--- config.mk ---
export PLATFORM = sky130hd
export DESIGN_NAME = mode_display_mux
export DESIGN_NICKNAME = d
export VERILOG_FILES = /design/src/rtl/display_pkg.sv /design/src/rtl/btn_debounce.sv /design/src/rtl/mode_display_mux.sv
export SDC_FILE = /design/constraint.sdc
export NUM_CORES = 1
export LEC_CHECK = 0
export BUFFER_PORTS_ARGS = -buffer_cell sky130_fd_sc_hd__clkbuf_2
export CAP_MARGIN = 10
export CORE_MARGIN = 1
export CORE_UTILIZATION = 30
export DETAILED_ROUTE_END_ITERATION = 10
export MAX_ROUTING_LAYER = met4
export PLACE_DENSITY = 0.59
export SYNTH_ARGS = -nofsm -noshare
export SYNTH_HDL_FRONTEND = slang
export SYNTH_SLANG_ARGS = --single-unit
--- constraint.sdc ---
create_clock -name clk_100hz -period 3.3 [get_ports clk_100hz]
set_clock_uncertainty 0.05 [all_clocks]
set_input_delay 0 -clock clk_100hz [delete_from_list [all_inputs] [get_ports clk_100hz]]
set_output_delay 0 -clock clk_100hz [all_outputs]
set_load 0.005 [all_outputs]
--- src/rtl/display_pkg.sv ---
// Shared display constants and width helpers used by the mode selector
// and its button debouncer.
package display_pkg;

    localparam logic [7:0] SEG_BLANK_DATA = 8'h00;
    localparam logic [7:0] SEG_BLANK_COM  = 8'hFF;

    localparam int unsigned MODE_WATCH     = 0;
    localparam int unsigned MODE_STOPWATCH = 1;
    localparam int unsigned MODE_ALARM     = 2;

    function automatic int unsigned clog2(input int unsigned v);
        int unsigned r;
        r = 0;
        while ((64'd1 << r) < 64'(v)) r = r + 1;
        return r;
    endfunction

    // Bits needed to index n values, never less than one.
    function automatic int unsigned width_for(input int unsigned n);
        return (clog2(n) < 1) ? 1 : clog2(n);
    endfunction

endpackage

--- src/rtl/btn_debounce.sv ---
// Push-button front end: two-flop synchronizer, level debouncer and a
// one-cycle registered pulse on each accepted press.
module btn_debounce
    import display_pkg::*;
#(
    parameter int unsigned DEBOUNCE_TICKS = 3
) (
    input  logic clk_100hz,
    input  logic rst,
    input  logic btn_raw,
    output logic press
);

    localparam int unsigned   CW       = width_for(DEBOUNCE_TICKS);
    localparam logic [CW-1:0] CNT_LAST = CW'(DEBOUNCE_TICKS - 1);

    logic [1:0]    sync_q, sync_d;
    logic [CW-1:0] cnt_q, cnt_d;
    logic          level_q, level_d;
    logic          level_prev_q, level_prev_d;
    logic          press_q, press_d;

    // Count consecutive synced samples that disagree with the accepted level.
    always_comb begin
        sync_d       = {sync_q[0], btn_raw};
        cnt_d        = '0;
        level_d      = level_q;
        level_prev_d = level_q;
        press_d      = level_q & ~level_prev_q;
        if (sync_q[1] != level_q) begin
            if (cnt_q == CNT_LAST) begin
                level_d = sync_q[1];
            end else begin
                cnt_d = cnt_q + CW'(1);
            end
        end
    end

    always_ff @(posedge clk_100hz or posedge rst) begin
        if (rst) begin
            sync_q       <= '0;
            cnt_q        <= '0;
            level_q      <= 1'b0;
            level_prev_q <= 1'b0;
            press_q      <= 1'b0;
        end else begin
            sync_q       <= sync_d;
            cnt_q        <= cnt_d;
            level_q      <= level_d;
            level_prev_q <= level_prev_d;
            press_q      <= press_d;
        end
    end

    assign press = press_q;

endmodule

--- src/rtl/mode_display_mux.sv ---
// Display source selector: steps through enabled modes on a debounced
// button, returns home on inactivity, and drives the shared 7-seg bus.
module mode_display_mux
    import display_pkg::*;
#(
    parameter int unsigned NUM_MODES      = 3,
    parameter int unsigned SEG_W          = 8,
    parameter int unsigned HOME_MODE      = 0,
    parameter int unsigned DEBOUNCE_TICKS = 3,
    parameter int unsigned TIMEOUT_TICKS  = 3000
) (
    input  logic                            clk_100hz,
    input  logic                            rst,
    input  logic                            mode_btn,
    input  logic                            activity,
    input  logic [NUM_MODES-1:0]            mode_en,
    input  logic [NUM_MODES*SEG_W-1:0]      seg_data_in,
    input  logic [NUM_MODES*SEG_W-1:0]      seg_com_in,
    output logic [SEG_W-1:0]                seg_data,
    output logic [SEG_W-1:0]                seg_com,
    output logic [width_for(NUM_MODES)-1:0] mode_sel,
    output logic                            mode_changed
);

    localparam int unsigned      MW         = width_for(NUM_MODES);
    localparam int unsigned      IW         = width_for(TIMEOUT_TICKS + 1);
    localparam logic [MW-1:0]    HOME       = MW'(HOME_MODE);
    localparam logic [IW-1:0]    IDLE_LAST  = IW'((TIMEOUT_TICKS == 0) ? 0 : TIMEOUT_TICKS - 1);
    localparam logic [IW-1:0]    IDLE_MAX   = '1;
    localparam logic [SEG_W-1:0] BLANK_DATA = {SEG_W{SEG_BLANK_DATA[0]}};
    // Commons are active-low; blank drives every digit inactive.
    localparam logic [SEG_W-1:0] BLANK_COM  = {SEG_W{SEG_BLANK_COM[0]}};

    logic                 press;
    logic [NUM_MODES-1:0] en_eff_c;
    logic                 cur_en_c;
    logic                 nxt_found_c;
    logic [MW-1:0]        nxt_idx_c;
    logic                 idle_hit_c;

    logic [MW-1:0]    mode_sel_q, mode_sel_d;
    logic [IW-1:0]    idle_q, idle_d;
    logic             mode_changed_q, mode_changed_d;
    logic [SEG_W-1:0] seg_data_q, seg_data_d;
    logic [SEG_W-1:0] seg_com_q, seg_com_d;

    btn_debounce #(
        .DEBOUNCE_TICKS(DEBOUNCE_TICKS)
    ) u_btn (
        .clk_100hz(clk_100hz),
        .rst      (rst),
        .btn_raw  (mode_btn),
        .press    (press)
    );

    assign en_eff_c = mode_en | (NUM_MODES'(1) << HOME_MODE);

    // Enable of the current mode and the nearest enabled mode ahead of it.
    always_comb begin
        int unsigned cur;
        int unsigned off;
        int unsigned best_off;
        cur         = 32'(mode_sel_q);
        off         = 0;
        best_off    = NUM_MODES;
        cur_en_c    = 1'b0;
        nxt_found_c = 1'b0;
        nxt_idx_c   = mode_sel_q;
        for (int unsigned k = 0; k < NUM_MODES; k++) begin
            off = (k >= cur) ? (k - cur) : (k + NUM_MODES - cur);
            if (mode_sel_q == MW'(k)) begin
                cur_en_c = en_eff_c[k];
            end
            if (en_eff_c[k] && (off != 0) && (off < best_off)) begin
                best_off    = off;
                nxt_idx_c   = MW'(k);
                nxt_found_c = 1'b1;
            end
        end
    end

    assign idle_hit_c = (TIMEOUT_TICKS != 0) && (mode_sel_q != HOME) && !press
                        && !activity && (idle_q == IDLE_LAST);

    // Mode selection: disabled-mode recovery beats a press, a press beats timeout.
    always_comb begin
        mode_sel_d = mode_sel_q;
        idle_d     = idle_q;
        if ((mode_sel_q != HOME) && !cur_en_c) begin
            mode_sel_d = HOME;
        end else if (press) begin
            if (nxt_found_c) begin
                mode_sel_d = nxt_idx_c;
            end
        end else if (idle_hit_c) begin
            mode_sel_d = HOME;
        end

        if (press || activity || (mode_sel_d != mode_sel_q) || (mode_sel_q == HOME)) begin
            idle_d = '0;
        end else if (idle_q != IDLE_MAX) begin
            idle_d = idle_q + IW'(1);
        end

        mode_changed_d = (mode_sel_d != mode_sel_q);

        seg_data_d = BLANK_DATA;
        seg_com_d  = BLANK_COM;
        for (int unsigned k = 0; k < NUM_MODES; k++) begin
            if (mode_sel_q == MW'(k)) begin
                seg_data_d = seg_data_in[k*SEG_W +: SEG_W];
                seg_com_d  = seg_com_in[k*SEG_W +: SEG_W];
            end
        end
    end

    always_ff @(posedge clk_100hz or posedge rst) begin
        if (rst) begin
            mode_sel_q     <= HOME;
            idle_q         <= '0;
            mode_changed_q <= 1'b0;
            seg_data_q     <= BLANK_DATA;
            seg_com_q      <= BLANK_COM;
        end else begin
            mode_sel_q     <= mode_sel_d;
            idle_q         <= idle_d;
            mode_changed_q <= mode_changed_d;
            seg_data_q     <= seg_data_d;
            seg_com_q      <= seg_com_d;
        end
    end

    assign mode_sel     = mode_sel_q;
    assign mode_changed = mode_changed_q;
    assign seg_data     = seg_data_q;
    assign seg_com      = seg_com_q;

endmodule
==> metrics.txt, run 1 <==
Leakage Power 1.40 nW; hold buffers post-CTS 33; first-pass GRT wire length 8.38 mm; Synth area leaders dfrtp_1, dfstp_2, ha_1; Netlist Area Pre-Place 2090 um2; Layout Cells excl Fill 408; clock network power share 0.243; synth-to-layout area growth 46.9%; placed inst area 2560 um2; nets 394; Worst EP required 3.43 ns; critical path class flop to flop; met2 wire length 2.72 mm; Internal 1.39 mW; worst hold path depth 3; WL/cell 13.1 um; clk sinks 38; number of synthesized flops with an enable pin 0; total global routing overflow 0; switching share of power 0.316; num ports 74; Final HPWL DP 3.63 mm; critical path launch point type flop; Slew @ Worst Pin 0.502 ns; IO buf count 72; Worst Hold Class input pin to flop; Tot Pwr 2.04 mW; critical path capture point type flop; share of the synthesized area in the top cell type 0.360; Net Sw Power 0.643 mW; Distinct cells, synth 50; Fmax achieved 336 MHz; initial DRC count 82; CP Data Arrival Time 3.11 ns; clock buffer depth 2; Setup Buffers After CTS 0; clk_lat worst skew 0.29 ns; Yosys top cell by area dfrtp_1; die width 85.4 um; Setup TNS 0 ns; Max IR drop VDD 0.278 mV; YS warnings 0; Worst-path clk slew 0.08 ns; pre-CTS setup slack 0.292 ns; Primary FF master, synth dfrtp_1; Core Area 6760 um2; fraction of registers with async set/reset 1.00; diode count 0; fillers 642; Slew HR 0.664; PD cells 664 nW/um2; status finished, final reports clean; Final WS setup 0.323 ns; via count 2,017; cell total after placement 366; Yosys reg bits 38; Initial Util 0.309; Top Layer Used met4; FF-to-FF setup slack 0.32 ns; die area 7290 um2; register area share after synthesis 0.461; Comb power frac 0.413; critical path fanouts, max 13; RR Endpoint idle_q[7]; DR WL met3 138 um; Final Hold Fails 0; drt pass-1 iters 4; Total Routing Usage GR 0.151; root buffer cell clkbuf_8; Synth Instances 215; max-cap viol count 0; period utilization 0.902; via/cell ratio 4.94; post_cts resized 0; Cell Rows 30; Min-Delay Startpoint seg_data_in[5]; CTS tree done; placer congestion estimate 0.837; Reg-to-Reg Start mode_sel[0]; RSZ-0062 raised after global routing false; remaining antenna violation count after routing 0; vias in the first global route 1,723; worst reg2reg path depth 12; H-tree Lvls 2; largest net degree at the start of global routing 32; fin crit period 2.98 ns; wl on met1 2.39 mm; die height 85.4 um; total CTS buffers 5; share of cells above drive strength 1 0.320; final instance area 3060 um2; DRC viols 0; Setup violations, final 0; synthesized area per cell 9.70 um2; hold slack final 0.00508 ns; sequential share of power 0.345; initial antenna violation count 0; fin util 0.453; final slew viol count 0; Worst Hold End seg_data[5]; DRT Wirelength 5.34 mm
-- sequential cells by signal, summed over array words and instances, names as in the netlist --
name	count
mode_sel	2
seg_data	8
u_btn.sync_q	2
idle_q	12
u_btn.level_prev_q	1
seg_com	8
u_btn.press	1
mode_changed	1
u_btn.level_prev_d	1
u_btn.cnt_q	2
-- cell usage after synthesis, types with 2 or more instances --
| master | count |
|---|---|
| dfstp_2 | 8 |
| inv_1 | 5 |
| nand2_1 | 27 |
| nor2b_1 | 4 |
| nor3b_1 | 3 |
| or3_1 | 3 |
| a22oi_1 | 7 |
| nor2_1 | 5 |
| nand4_1 | 3 |
| clkbuf_1 | 6 |
| ha_1 | 12 |
| nor4_1 | 11 |
| nand2b_1 | 3 |
| nor3_1 | 5 |
| o211ai_1 | 2 |
| a21oi_1 | 4 |
| dfrtp_1 | 30 |
| o22ai_1 | 8 |
| xnor2_1 | 4 |
| buf_2 | 2 |
| nand3_1 | 8 |
| a211oi_1 | 2 |
| o21ai_0 | 22 |
| mux2i_1 | 5 |
-- logic make-up (layout without fill, tap and decap cells) --
group	Yosys count	after routing	share of synthesized area
xor+xnor	5	5	0.0210
compound gates	54	54	0.166
buf+inv	16	128	0.0336
flops	38	38	0.461
fa+ha+maj	12	12	0.0720
other cells	1	2	0.00180
mux	6	6	0.0294
simple gates	83	83	0.215
-- how the worst max path moves through the flow --
stage                 from         to  slack (ns)
2_1_floorplan  mode_sel[0]  idle_q[0]        0.43
3_3_place_gp   mode_sel[1]  idle_q[3]        0.36
3_5_place_dp   mode_sel[0]  idle_q[9]        0.29
4_1_cts        mode_sel[0]  idle_q[7]        0.30
5_1_grt        mode_sel[0]  idle_q[6]        0.11
6_report       mode_sel[0]  idle_q[7]        0.32
-- layout make-up --
type,instances,area [um2],share of cell area
multi-input cells,162,1060,0.346
flip-flops and latches,38,961,0.314
repair buffers,114,778,0.254
well taps,80,100,0.0327
clock inverters,2,60.1,0.0196
clock buffers,6,82.6,0.0270
inverters,6,22.5,0.00735
-- power by group through the flow --
stage / Sequential (mW) / Clock, mW / Combinational, mW
2_1_floorplan: 0.722 / 0 / 0.409
3_3_place_gp: 0.709 / 0 / 0.681
3_5_place_dp: 0.713 / 0 / 0.690
4_1_cts: 0.704 / 0.504 / 0.832
5_1_grt: 0.718 / 0.522 / 0.923
6_report: 0.701 / 0.494 / 0.840
-- critical path: stages, from the launching register on --
cell       delay (ns)
dfrtp_1          0.43
buf_4            0.17
ha_1             0.21
buf_4            0.19
nand2b_1         0.17
o21bai_1         0.16
ha_1             0.25
a21oi_1          0.16
o211a_1          0.24
o21ai_0          0.15
a2bb2oi_2        0.23
buf_4            0.19
nor4_1           0.27
-- layer usage --
layer  up-vias  GRT usage
met5         -          -
met4         0     0.0545
met3        13     0.0282
met2        38      0.235
met1       958      0.196
li1       1008          -
-- layout by cell type (no fill, tap or decap), types with 2 or more instances in the layout --
cell,n
conb_1,2
clkbuf_2,72
a21oi_1,4
xnor2_1,4
mux2i_1,5
or3_1,3
nor3b_1,3
o21ai_0,22
ha_1,12
bufinv_16,2
o22ai_1,8
a211oi_1,2
dfrtp_1,30
dlygate4sd3_1,33
dfstp_2,8
nand4_1,3
buf_4,8
nand3_1,8
inv_1,5
nand2_1,27
nor4_1,11
o211ai_1,2
a22oi_1,7
nor3_1,5
nand2b_1,3
nor2b_1,4
nor2_1,5
clkbuf_8,6
Note: power is estimated with default switching activity, not from simulation.
==> inputs of run 2 (changes only) <==
Clock period 3.3 ns to 3.6 ns, I/O delays scaled along.
==> metrics.txt, run 2 (synthesis results as in run 1) <==
status finished, final reports clean; Worst Hold Class input pin to flop; DRT Wirelength 5.24 mm; Slew HR 0.584; remaining antenna violation count after routing 0; Largest register FFs 12; fin util 0.449; Largest Register idle_q; diode count 0; cell total after placement 364; die width 85.4 um; critical path capture point type flop; clock network power share 0.240; vias in the first global route 1,887; Setup violations, final 0; Slew @ Worst Pin 0.623 ns; num ports 74; final slew viol count 0; FF-to-FF setup slack 0.51 ns; via count 2,017; fin crit period 3.09 ns; clk sinks 38; Cell Rows 30; Setup TNS 0 ns; Comb power frac 0.416; most common cell after layout, fill and taps aside clkbuf_2; Setup Buffers After CTS 0; Final HPWL DP 3.62 mm; WL/cell 12.9 um; Initial Util 0.309; CP Data Arrival Time 3.19 ns; first-pass GRT wire length 8.67 mm; total CTS buffers 5; switching share of power 0.314; Worst-path clk slew 0.08 ns; Core Area 6760 um2; CTS tree done; period utilization 0.859; Fmax achieved 323 MHz; Total Routing Usage GR 0.153; Max IR drop VDD 0.325 mV; die area 7290 um2; Net Sw Power 0.583 mW; critical path fanouts, max 9; DRC viols 0; initial antenna violation count 0; RSZ-0062 raised after global routing false; root buffer cell clkbuf_8; max-cap viol count 0; largest net degree at the start of global routing 39; Layout Cells excl Fill 406; total global routing overflow 0; nets 392; die height 85.4 um; synth-to-layout area growth 45.3%; clk_lat worst skew 0.29 ns; Final Hold Fails 0; CP Capture Point idle_q[4]; via/cell ratio 4.97; Reg-to-Reg Start mode_sel[1]; drt pass-1 iters 4; worst reg2reg path depth 11; commonest non-fill, non-tap cells in the layout clkbuf_2, dlygate4sd3_1, dfrtp_1; IO buf count 72; placer congestion estimate 0.877; critical path class flop to flop; share of cells above drive strength 1 0.313; Crit. Startpoint mode_sel[1]; initial DRC count 115; Worst EP required 3.69 ns; clock buffer depth 2; Leakage Power 1.39 nW; H-tree Lvls 2; RR Endpoint idle_q[4]; PD cells 613 nW/um2; Internal 1.27 mW; critical path launch point type flop; post_cts resized 0; sequential share of power 0.344
## run 2: worst min path at each step
stage | from | to | cells past startpoint
2_1_floorplan | mode_btn | u_btn.sync_q[0] | 0
3_3_place_gp | mode_btn | u_btn.sync_q[0] | 1
3_5_place_dp | mode_btn | u_btn.sync_q[0] | 1
4_1_cts | mode_en[2] | mode_sel[0] | 3
5_1_grt | mode_en[2] | mode_sel[0] | 3
6_report | mode_en[2] | mode_sel[0] | 3
## run 2: critical path, stage by stage (launching register included)
cell       delay, ns
dfrtp_1         0.38
buf_4           0.17
ha_1            0.19
nor3b_1         0.40
o211ai_1        0.19
ha_1            0.31
nand2_1         0.05
o211a_1         0.27
o21ai_0         0.30
a2bb2oi_2       0.35
buf_4           0.22
nor4_1          0.06
## run 2: metrics by stage
step                      power, mW  setup WS, ns  hold slack (ns)  area, um2
final                          1.86         0.508           0.0283       3030
after global routing           1.99         0.248           0.0313       3030
after CTS                      1.87         0.498           0.0179       3030
after detailed placement       1.28         0.531           0.0600       2550
after global placement         1.27         0.600           0.0630       2550
after floorplan                1.04         0.735          -0.0186       2090
## run 2: final cells by class
| cell class | instances | area [um2] |
|---|---|---|
| repair buffers | 112 | 746 |
| clock buffers | 6 | 82.6 |
| multi-input cells | 162 | 1060 |
| fillers | 652 | 3730 |
| clock inverters | 2 | 60.1 |
| well taps | 80 | 100 |
| inverters | 6 | 22.5 |
| flip-flops and latches | 38 | 961 |
## run 2: power groups by stage
stage	registers (mW)	clock network (mW)	logic (mW)
final	0.639	0.447	0.772
after global routing	0.656	0.479	0.856
after CTS	0.639	0.462	0.768
after detailed placement	0.646	0	0.632
after global placement	0.644	0	0.622
after floorplan	0.662	0	0.375
## run 2: layer usage
layer,GRT usage,share of wire
met4,0.0470,0.010
met1,0.188,0.45
met5,-,0
met3,0.0350,0.026
met2,0.253,0.51
## run 2: timing repair
action / CTS / global route
hold endpoints to repair: 47 / 0
hold buffers: 34 / 0
setup endpoints to repair: 0 / 0
==> inputs of run 3 (changes only) <==
Settings changed: REMOVE_ABC_BUFFERS from default to 1.
==> metrics.txt, run 3 (synthesis results as in run 1) <==
status finished, final reports clean; largest net degree at the start of global routing 39; Initial Util 0.309; DRC viols 0; Cell Rows 30; Min-Delay Startpoint mode_en[2]; die area 7290 um2; clk_lat worst skew 0.30 ns; initial DRC count 122; die width 85.4 um; DRT Wirelength 5.13 mm; placed inst area 2550 um2; Leakage Power 1.37 nW; diode count 0; Max IR drop VDD 0.268 mV; Worst EP required 3.70 ns; remaining antenna violation count after routing 0; worst hold path depth 3; via count 2,010; fin crit period 2.94 ns; final slew viol count 0; Reg-to-Reg Start mode_sel[1]; placer congestion estimate 0.753; CP Data Arrival Time 3.04 ns; RR Endpoint idle_q[2]; FF-to-FF setup slack 0.66 ns; hold slack final 0.0260 ns; via/cell ratio 4.94; Worst-path clk slew 0.08 ns; Worst Hold End mode_sel[0]; max-cap viol count 0; initial antenna violation count 0; share of cells above drive strength 1 0.312; root buffer cell clkbuf_8; Crit. Startpoint mode_sel[1]; total global routing overflow 0; Largest Register idle_q; critical path launch point type flop; total CTS buffers 5; die height 85.4 um; Core Area 6760 um2; first-pass GRT wire length 8.64 mm; synth-to-layout area growth 44.1%; PD cells 589 nW/um2; commonest non-fill, non-tap cells in the layout clkbuf_2, dlygate4sd3_1, dfrtp_1; Slew @ Worst Pin 0.627 ns; Fmax achieved 340 MHz; fillers 648; Total Routing Usage GR 0.153; period utilization 0.817; Setup violations, final 0; Largest register FFs 12; num ports 74; vias in the first global route 1,938; WL/cell 12.6 um; post_cts resized 0; clock buffer depth 2; drt pass-1 iters 6; Slew HR 0.582; IO buf count 72; worst reg2reg path depth 11; Setup TNS 0 ns; Final Hold Fails 0; critical path capture point type flop; area of the multi-input gates 1060 um2; nets 393; FF/Latch Area 961 um2; critical path class flop to flop; clk sinks 38; most common cell after layout, fill and taps aside clkbuf_2; H-tree Lvls 2; Final HPWL DP 3.45 mm; RSZ-0062 raised after global routing false; final instance area 3010 um2; CTS tree done; Worst Hold Class input pin to flop; critical path fanouts, max 9
[run 3: stage by stage]
| stage | cells | power [mW] | utilization | setup slack [ns] |
|---|---|---|---|---|
| 3_3_place_gp | 365 | 1.26 | 0.378 | 0.732 |
| 5_1_grt | 407 | 1.90 | 0.445 | 0.301 |
| 6_report | 407 | 1.77 | 0.445 | 0.660 |
| 4_1_cts | 407 | 1.78 | 0.445 | 0.639 |
| 2_1_floorplan | 206 | 1.02 | - | 0.483 |
| 3_5_place_dp | 365 | 1.28 | 0.378 | 0.665 |
[run 3: cell type report]
type / count / share of cell area
Clock inverter: 2 / 0.0125
Tap cell: 80 / 0.0333
Inverter: 6 / 0.00749
Sequential cell: 38 / 0.320
Multi-Input combinational cell: 162 / 0.352
Timing Repair Buffer: 113 / 0.251
Clock buffer: 6 / 0.0241
[run 3: power breakdown]
group          total, mW  internal, mW  switching, mW
logic              0.772         0.397          0.375
registers          0.635         0.585         0.0499
clock network      0.365         0.207          0.158
total               1.77          1.19          0.583
[run 3: critical path, cell delays in order (launching register included)]
cell	delay, ns
dfrtp_1	0.38
buf_4	0.17
ha_1	0.25
nor3b_1	0.26
o211ai_1	0.15
ha_1	0.30
nand2_1	0.05
o211a_1	0.28
o21ai_0	0.28
a2bb2oi_2	0.34
buf_4	0.23
nor4_1	0.06
[run 3: timing repair]
| action | in CTS | in global routing |
|---|---|---|
| hold buffers | 34 | 0 |
| hold endpoints to repair | 47 | 0 |
| setup buffers | 0 | 0 |
[run 3: worst max path at each step]
| stage | end | depth (start not counted) |
|---|---|---|
| after floorplan | idle_q[1] | 10 |
| after global placement | idle_q[0] | 11 |
| after detailed placement | idle_q[11] | 11 |
| after CTS | idle_q[11] | 11 |
| after global routing | idle_q[4] | 11 |
| final | idle_q[2] | 11 |
[run 3: routing by layer]
metal	up-vias	global-route usage	wire [um]
met5	-	-	0
met4	0	0.0591	102
met1	955	0.189	2410
li1	1009	-	-
met3	10	0.0360	148
met2	36	0.243	2470
